**src/rtl/truth_table_pkg.sv**
```systemverilog
// Shared constants, sweep FSM state encoding and index-width helper for the truth-table sweeper.
// Combinational definitions only; no timing or flow control lives here.
package truth_table_pkg;

   localparam int DEF_NUM_IN = 4;
   localparam int DEF_NUM_FN = 10;

   typedef enum logic [1:0] {
      IDLE  = 2'd0,
      SWEEP = 2'd1,
      DONE  = 2'd2
   } state_t;

   // Index width that stays at least one bit even for a single entry.
   function automatic int idx_w(input int n);
      return (n <= 1) ? 1 : $clog2(n);
   endfunction

endpackage

```
**src/rtl/tt_store.sv**
```systemverilog
// Truth-table register file: one write port, one read port returning every function at a minterm.
// Write visible next cycle; read is combinational; no backpressure, out-of-range writes are dropped.
module tt_store
   import truth_table_pkg::*;
#(
   parameter int NUM_IN = DEF_NUM_IN,
   parameter int NUM_FN = DEF_NUM_FN,
   parameter int FN_W   = idx_w(DEF_NUM_FN)
) (
   input  logic                  clk,
   input  logic                  rst,
   input  logic                  wr_en,
   input  logic [FN_W-1:0]       wr_fn,
   input  logic [2**NUM_IN-1:0]  wr_table,
   input  logic [NUM_IN-1:0]     rd_idx,
   output logic [NUM_FN-1:0]     rd_bits
);

   logic [NUM_FN-1:0][2**NUM_IN-1:0] tables;

   // Only indices that match a real channel write; anything else falls through untouched.
   always_ff @(posedge clk) begin
      if (rst) begin
         tables <= '0;
      end else begin
         for (int k = 0; k < NUM_FN; k++) begin
            if (wr_en && wr_fn == FN_W'(k)) begin
               tables[k] <= wr_table;
            end
         end
      end
   end

   always_comb begin
      rd_bits = '0;
      for (int k = 0; k < NUM_FN; k++) begin
         rd_bits[k] = tables[k][rd_idx];
      end
   end

endmodule

```
**src/rtl/truth_table_sweeper.sv**
```systemverilog
// Sweeps every minterm of NUM_FN stored truth tables, one row per accepted valid/ready beat.
// First row one cycle after start; rows hold while row_ready is low; cfg writes only taken in IDLE.
module truth_table_sweeper
   import truth_table_pkg::*;
#(
   parameter int NUM_IN = DEF_NUM_IN,
   parameter int NUM_FN = DEF_NUM_FN
) (
   input  logic                       clk,
   input  logic                       rst,
   input  logic                       cfg_valid,
   output logic                       cfg_ready,
   input  logic [idx_w(NUM_FN)-1:0]   cfg_fn,
   input  logic [2**NUM_IN-1:0]       cfg_table,
   input  logic                       start,
   output logic                       busy,
   output logic                       row_valid,
   input  logic                       row_ready,
   output logic [NUM_IN-1:0]          row_idx,
   output logic [NUM_FN-1:0]          row_out,
   output logic                       done
);

   localparam int FN_W = idx_w(NUM_FN);
   localparam logic [NUM_IN-1:0] LAST_ROW = '1;

   state_t              state, state_nxt;
   logic [NUM_IN-1:0]   cnt, cnt_nxt;
   logic [NUM_FN-1:0]   rd_bits;
   logic                wr_en;

   assign wr_en = cfg_valid && (state == IDLE);

   tt_store #(
      .NUM_IN (NUM_IN),
      .NUM_FN (NUM_FN),
      .FN_W   (FN_W)
   ) u_store (
      .clk      (clk),
      .rst      (rst),
      .wr_en    (wr_en),
      .wr_fn    (cfg_fn),
      .wr_table (cfg_table),
      .rd_idx   (cnt),
      .rd_bits  (rd_bits)
   );

   always_ff @(posedge clk) begin
      if (rst) begin
         state <= IDLE;
         cnt   <= '0;
      end else begin
         state <= state_nxt;
         cnt   <= cnt_nxt;
      end
   end

   always_comb begin
      state_nxt = state;
      cnt_nxt   = cnt;
      cfg_ready = 1'b0;
      busy      = 1'b0;
      row_valid = 1'b0;
      row_idx   = '0;
      row_out   = '0;
      done      = 1'b0;
      case (state)
         IDLE: begin
            cfg_ready = 1'b1;
            if (start) begin
               state_nxt = SWEEP;
               cnt_nxt   = '0;
            end
         end
         SWEEP: begin
            busy      = 1'b1;
            row_valid = 1'b1;
            row_idx   = cnt;
            row_out   = rd_bits;
            // The last row exits to DONE instead of wrapping the counter.
            if (row_ready) begin
               if (cnt == LAST_ROW) begin
                  state_nxt = DONE;
                  cnt_nxt   = '0;
               end else begin
                  cnt_nxt = cnt + NUM_IN'(1);
               end
            end
         end
         DONE: begin
            busy      = 1'b1;
            done      = 1'b1;
            state_nxt = IDLE;
         end
         default: begin
            state_nxt = IDLE;
            cnt_nxt   = '0;
         end
      endcase
   end

endmodule

```
**config.mk**
```make
export PLATFORM = sky130hd
export DESIGN_NAME = truth_table_sweeper
export DESIGN_NICKNAME = d
export VERILOG_FILES = /design/src/rtl/truth_table_pkg.sv /design/src/rtl/tt_store.sv /design/src/rtl/truth_table_sweeper.sv
export SDC_FILE = /design/constraint.sdc
export NUM_CORES = 1
export LEC_CHECK = 0
export CORE_AREA = 2 2 162 164
export CTS_BUF_LIST = sky130_fd_sc_hd__clkbuf_4 sky130_fd_sc_hd__clkbuf_8
export DETAILED_ROUTE_END_ITERATION = 8
export DIE_AREA = 0 0 164 166
export SYNTH_ARGS = -nofsm -noshare
export SYNTH_HDL_FRONTEND = slang
export SYNTH_SLANG_ARGS = --single-unit
```
**constraint.sdc**
```tcl
create_clock -name clk -period 2.9 [get_ports clk]
set_input_delay 0.87 -clock clk [delete_from_list [all_inputs] [get_ports clk]]
set_output_delay 0.87 -clock clk [all_outputs]
set_load 0.01 [all_outputs]
```
# ---- Word level (Yosys, flattened, before mapping)
# Index checks and enable logic that the tools add are counted.
dict set report totals {
  regBits 166
  output_inout_bits 18
  wordCells 80
}
dict set report op_classes {
  n_addsub 1
  order_cmp 1
  n_eq_ne 15
  mux 34
  n_bitwise 1
  reduce_logical 16
}
# operator n
set ops {}
lappend ops {{$bmux W1 S4} 10}
lappend ops {{$eq A4 B3 Y1 const B} 4}
lappend ops {{$mux W4} 4}
lappend ops {{$mux W1} 14}
lappend ops {{$eq A4 B4 Y1 const B} 3}
lappend ops {{$pmux W4 S3} 1}
lappend ops {{$logic_and A1 B1 Y1} 11}
lappend ops {{$mux W10} 1}
lappend ops {{$eq A4 B2 Y1 const B} 2}
lappend ops {{$mux W2} 3}
lappend ops {{$ne A2 B2 Y1 const B} 3}
lappend ops {{$reduce_and A3 Y1} 2}
lappend ops {{$lt A4 B5 Y1 const B} 1}
lappend ops {{$add A4 B1 Y4 const B} 1}
lappend ops {{$eq A4 B1 Y1 const B} 1}
lappend ops {{$logic_not A4 Y1} 1}
lappend ops {{$pmux W2 S2} 1}
lappend ops {{$eq A2 B1 Y1 const B} 1}
lappend ops {{$eq A2 B2 Y1 const B} 1}
lappend ops {{$logic_not A2 Y1} 1}
lappend ops {{$reduce_or A2 Y1} 1}
lappend ops {{$not A1 Y1} 1}

# ---- Depth between registers and ports, before layout
dict set report depth {
  word_depth 4
  ltp_mapped 8
}

# ---- Modules after synthesis
# Synthesis repeated with hierarchy kept, for this count alone.
dict set report unflattened {
  cells_unflattened 897
  hier_area_um2 7831.3
}
# module instances cells_per_inst area_each_um2 seq_area_each_um2
set by_module_without_submodules {}
lappend by_module_without_submodules {tt_store 1 842 7375.8 3203.1}
lappend by_module_without_submodules {truth_table_sweeper 1 55 455.4 120.1}

# ---- Worst setup path before layout
# OpenSTA, ideal clock, no wires.
dict set report synth_path {
  path_kind {flip-flop to output port}
  start {register cnt[0]}
  end {output port row_out[5]}
  arrival_time_ps 1435
  path_slack_ps 595
  stages_incl_launch_ff 8
  cell_sequence {dfxtp_1 buf_4 buf_4 buf_2 mux2i_1 a22oi_1 nand3_1 nand2_1}
}
dict set report synth_between {
  elab_chain_cells 3
}
# element line
set synth_lines {}
lappend synth_lines {{start: declaration} truth_table_sweeper.sv:28} ;# logic [NUM_IN-1:0] cnt, cnt_nxt;
lappend synth_lines {{start signal: assignment} truth_table_sweeper.sv:54} ;# cnt <= cnt_nxt;
lappend synth_lines {{$bmux W1 S4} tt_store.sv:37} ;# rd_bits[k] = tables[k][rd_idx];
lappend synth_lines {{$mux W1 (not written as such)} tt_store.sv:37}
lappend synth_lines {{$mux W10} truth_table_sweeper.sv:67} ;# case (state)
lappend synth_lines {{end: declaration} truth_table_sweeper.sv:20} ;# output logic [NUM_FN-1:0] row_out,
# No other way between the ends. The select of a mux whose other input is x is not followed.

# ---- Final worst setup path
dict set report layout_path {
  start {register cnt[0]}
  end {output port row_out[2]}
}
# The elaborated chain is that of the path after synthesis.

==> qor.csv <==
stage;metric;value;unit
sta;min_period;2915;ps
synthesis;synth_area_leader_cell;dfxtp_1;
synthesis;synthCells;864;
hold_path;hold_class;reg -> reg;
sta;worst_pin_slew;811.0;ps
worst_setup_path;required;2030;ps
global_routing;grt-ovfl-total;0;
floorplanning;coreArea;25620;um^2
floorplanning;die_h;166;um
sta;finClkSkew;7.963;ps
synthesis;syn-cell-area;7576;um^2
placed_design;dp_cells;1209;
worst_setup_path;critPathArrivalTime;2040;ps
sta;tns;-16.23;ps
worst_setup_path;cpMostUsedCell;a22oi_2;
worst_setup_path;r2r-start;state[0];
sta;setup_viol;2;
sta;hold_viol_final;0;
synthesis;synth_ff_type;dfxtp_1;
outcome;violations;setup timing;
placed_design;placed_cell_area;8474;um^2
placed_design;pre_cts_slack;78.34;ps
cts;path_clk_slew;80;ps
hold_path;whs_path_depth;2;
floorplanning;die_x;164;um
power;power_frac_seq;45.6;%
worst_setup_path;r2r_slack;850;ps
outcome;status;complete, but fails checks;
sta;clock.fmax;343.1;MHz
power;netSwitchingFraction;28.32;%
power;p_switching;1.482;mW
worst_setup_path;worstSetupStartpoint;cnt[0];
floorplanning;io_pins;43;
worst_setup_path;cp_max_fo;6;
global_routing;grt_max_degree;90;
power;cellInternalPower;3.750;mW
floorplanning;rows;59;
floorplanning;start_util;29.58;%
synthesis;ys_types;37;
cts;root_buffer;clkbuf_8;
sta;slew_headroom;45.77;%
synthesis;synth_seq_cells;166;
sta;setup_ws;-14.95;ps
synthesis;synth_edf_count;0;
global_routing;antenna_found_initial;0;
worst_setup_path;slowest_delay;400;ps
worst_setup_path;crit_path_end_kind;output port;
cts;clock_sinks;166;
worst_setup_path;startpoint_type;flop;
worst_setup_path;critPathBufInv;3;
power;p_per_area;573.0;nW/um^2
sta;finalCritPeriodShare;100.5;%
synthesis;netlist.area_leader.share;43.86;%
cts;clock_latency;460;ps
detailed_routing;drcViolationCount;0;
finish;n_fill_cell;2613;
synthesis;syn_nets;894;
worst_setup_path;crit_type;reg -> out;
detailed_routing;drt_iter0_drc;556;
power;clock_power_share;33.2;%
cts;cts-buffers-inserted;17;
global_routing;grt_pass1_wl;33530;um
finish;stdcell_area;9131;um^2
worst_setup_path;r2r-end;cnt[3];
detailed_routing;drt-pass1-iter-count;5;
synthesis;synth_seq_area_share;43.86;%
finish;fin_cells;1246;
power;power.leakage;3.277;nW
placed_design;hpwlAfterDp;13470;um
power;peakVddDrop;0.0002541;V
sta;slew_viol_final;0;
worst_setup_path;path_cells;buf_6 > buf_8 > mux2i_4 > a22oi_2 > a22oi_2 > o211ai_1 > buf_2;
detailed_routing;num_vias;6181;
finish;drive_above_1_share;16.14;%
synthesis;ys_async_sr_fraction;0;%
finish;syn_to_final_growth;20.53;%
finish;n_antenna_cell;0;
synthesis;yosys-top-cells-area;dfxtp_1 44%, mux2i_1 16%, nand2_1 7.8%, a21oi_1 6.5%, nor2_1 3.5%;
placed_design;place_congestion;0.7740;
floorplanning;die-area;27220;um^2
global_routing;grt_pass1_vias;5749;
detailed_routing;ant_nets;0;
worst_setup_path;reg2regPathDepth;6;
cts;cts_hold_buf;0;
hold_path;hold_end;u_store.tables[75];
sta;holdWs;457.1;ps
cts;cts_buffer_depth;2;
hold_path;hp-start;u_store.tables[75];
cts;cts_tree;done;
worst_setup_path;crit_slowest_cell;dfxtp_4;
finish;fin_nets;928;
placed_design;numPortBuffers;42;
detailed_routing;via_per_inst;4.961;
detailed_routing;routed_wl;21830;um
detailed_routing;routedWlPerCell;17.52;um
synthesis;yosys_warnings;0;
global_routing;track_usage;16.12;%
power;pwr-share-comb;21.2;%
run;maxCapViolations;0;
worst_setup_path;crit_family;compound AO/OA/AOI/OAI gates;
sta;rsz0062_at_grt;yes;
synthesis;avgSynthCellArea;8.769;um^2
cts;h-tree-depth;4;
==> cells in the mapped netlist, types with 3 or more instances <==
library cell / count
dfxtp_1: 166
nand2_1: 157
mux2i_1: 124
a21oi_1: 99
nor2_1: 71
o21ai_0: 49
clkbuf_1: 43
a22oi_1: 31
nand3_1: 24
buf_2: 23
mux4_2: 11
buf_4: 9
nand2b_1: 9
and2_1: 6
nor2b_1: 6
ha_1: 5
buf_6: 4
or3_1: 3
==> power groups by stage <==
stage | clock network [mW] | logic, mW | registers, mW
6_report | 1.74 | 1.11 | 2.39
5_1_grt | 1.86 | 1.17 | 2.40
3_5_place_dp | 0 | 0.988 | 2.43
2_1_floorplan | 0 | 0.632 | 2.41
4_1_cts | 1.76 | 1.06 | 2.38
3_3_place_gp | 0 | 0.987 | 2.43
==> flip-flops by register name (all words and copies together) (netlist names) <==
| register | cells |
|---|---|
| cnt | 4 |
| state | 2 |
| u_store.tables | 160 |
==> worst register-to-register path, stage by stage (launching register included) <==
cell and delay, ps:
dfxtp_1 430, inv_1 90, ha_1 320, nor2b_1 210
or3_1 430, nor4b_1 350, o21ba_2 170
==> layout make-up <==
class | instances | area, um^2 | share of cell area (%)
multi-input cells | 613 | 4009 | 43.90
flip-flops and latches | 166 | 3331 | 36.48
repair buffers | 98 | 953.4 | 10.44
well taps | 335 | 419.2 | 4.590
clock buffers | 25 | 319.1 | 3.494
clock inverters | 7 | 92.59 | 1.014
inverters | 2 | 7.507 | 0.08221
==> what timing repair did <==
| item | 4_1_cts | 5_1_grt |
|---|---|---|
| pin swaps | 9 | 7 |
| cloned | 1 | 0 |
| setup buffers | 5 | 0 |
| gates resized for setup | 54 | 38 |
| endpoints found under the setup margin | 11 | 10 |
==> layout by cell type (no fill, tap or decap), types with 3 or more instances in the layout <==
| master | n |
|---|---|
| mux4_2 | 11 |
| buf_2 | 7 |
| nand3_2 | 7 |
| nand2_1 | 156 |
| ha_1 | 4 |
| nor2_1 | 70 |
| o21ai_0 | 49 |
| a22oi_1 | 26 |
| clkdlybuf4s50_1 | 30 |
| buf_4 | 40 |
| buf_6 | 9 |
| mux2i_1 | 121 |
| a22oi_2 | 5 |
| dfxtp_1 | 164 |
| buf_12 | 8 |
| and2_1 | 4 |
| a21oi_1 | 99 |
| nand2b_4 | 7 |
| or3_1 | 3 |
| nand3_1 | 17 |
| clkbuf_4 | 4 |
| nor2b_1 | 4 |
| clkbuf_8 | 21 |
==> per-layer routing <==
layer	part of all wire [%]	GRT usage, %	vias to the layer above
li1	-	-	3035
met1	47	21.92	2981
met2	47	25.74	140
met3	4.8	3.447	25
met4	1.5	4.539	0
met5	0	0	-
==> worst max-delay path by stage <==
stage	endpoint	slack (ps)	depth (start not counted)
finish	row_out[2]	-10	7
global route	row_out[2]	-100	7
CTS	row_out[5]	-60	7
detailed placement	row_out[6]	80	6
global placement	row_out[6]	90	6
floorplan	row_out[5]	600	7
==> cell families after synthesis <==
logic type                 Yosys count  share of synthesized area (%)
and+or+nand+nor                    289                          16.66
adders and majority gates            5                         0.8258
buffers and inverters               85                          5.615
muxes                              135                          19.65
AOI/OAI and AO/OA                  184                          13.38
DFF                                166                          43.86
==> through the flow <==
stage,utilization (%),total power [mW]
after floorplan,-,3.044
after global placement,33.08,3.419
after detailed placement,33.08,3.422
after CTS,34.93,5.213
after global routing,35.65,5.427
final,35.65,5.232
Power figures use the tool's default switching activity.
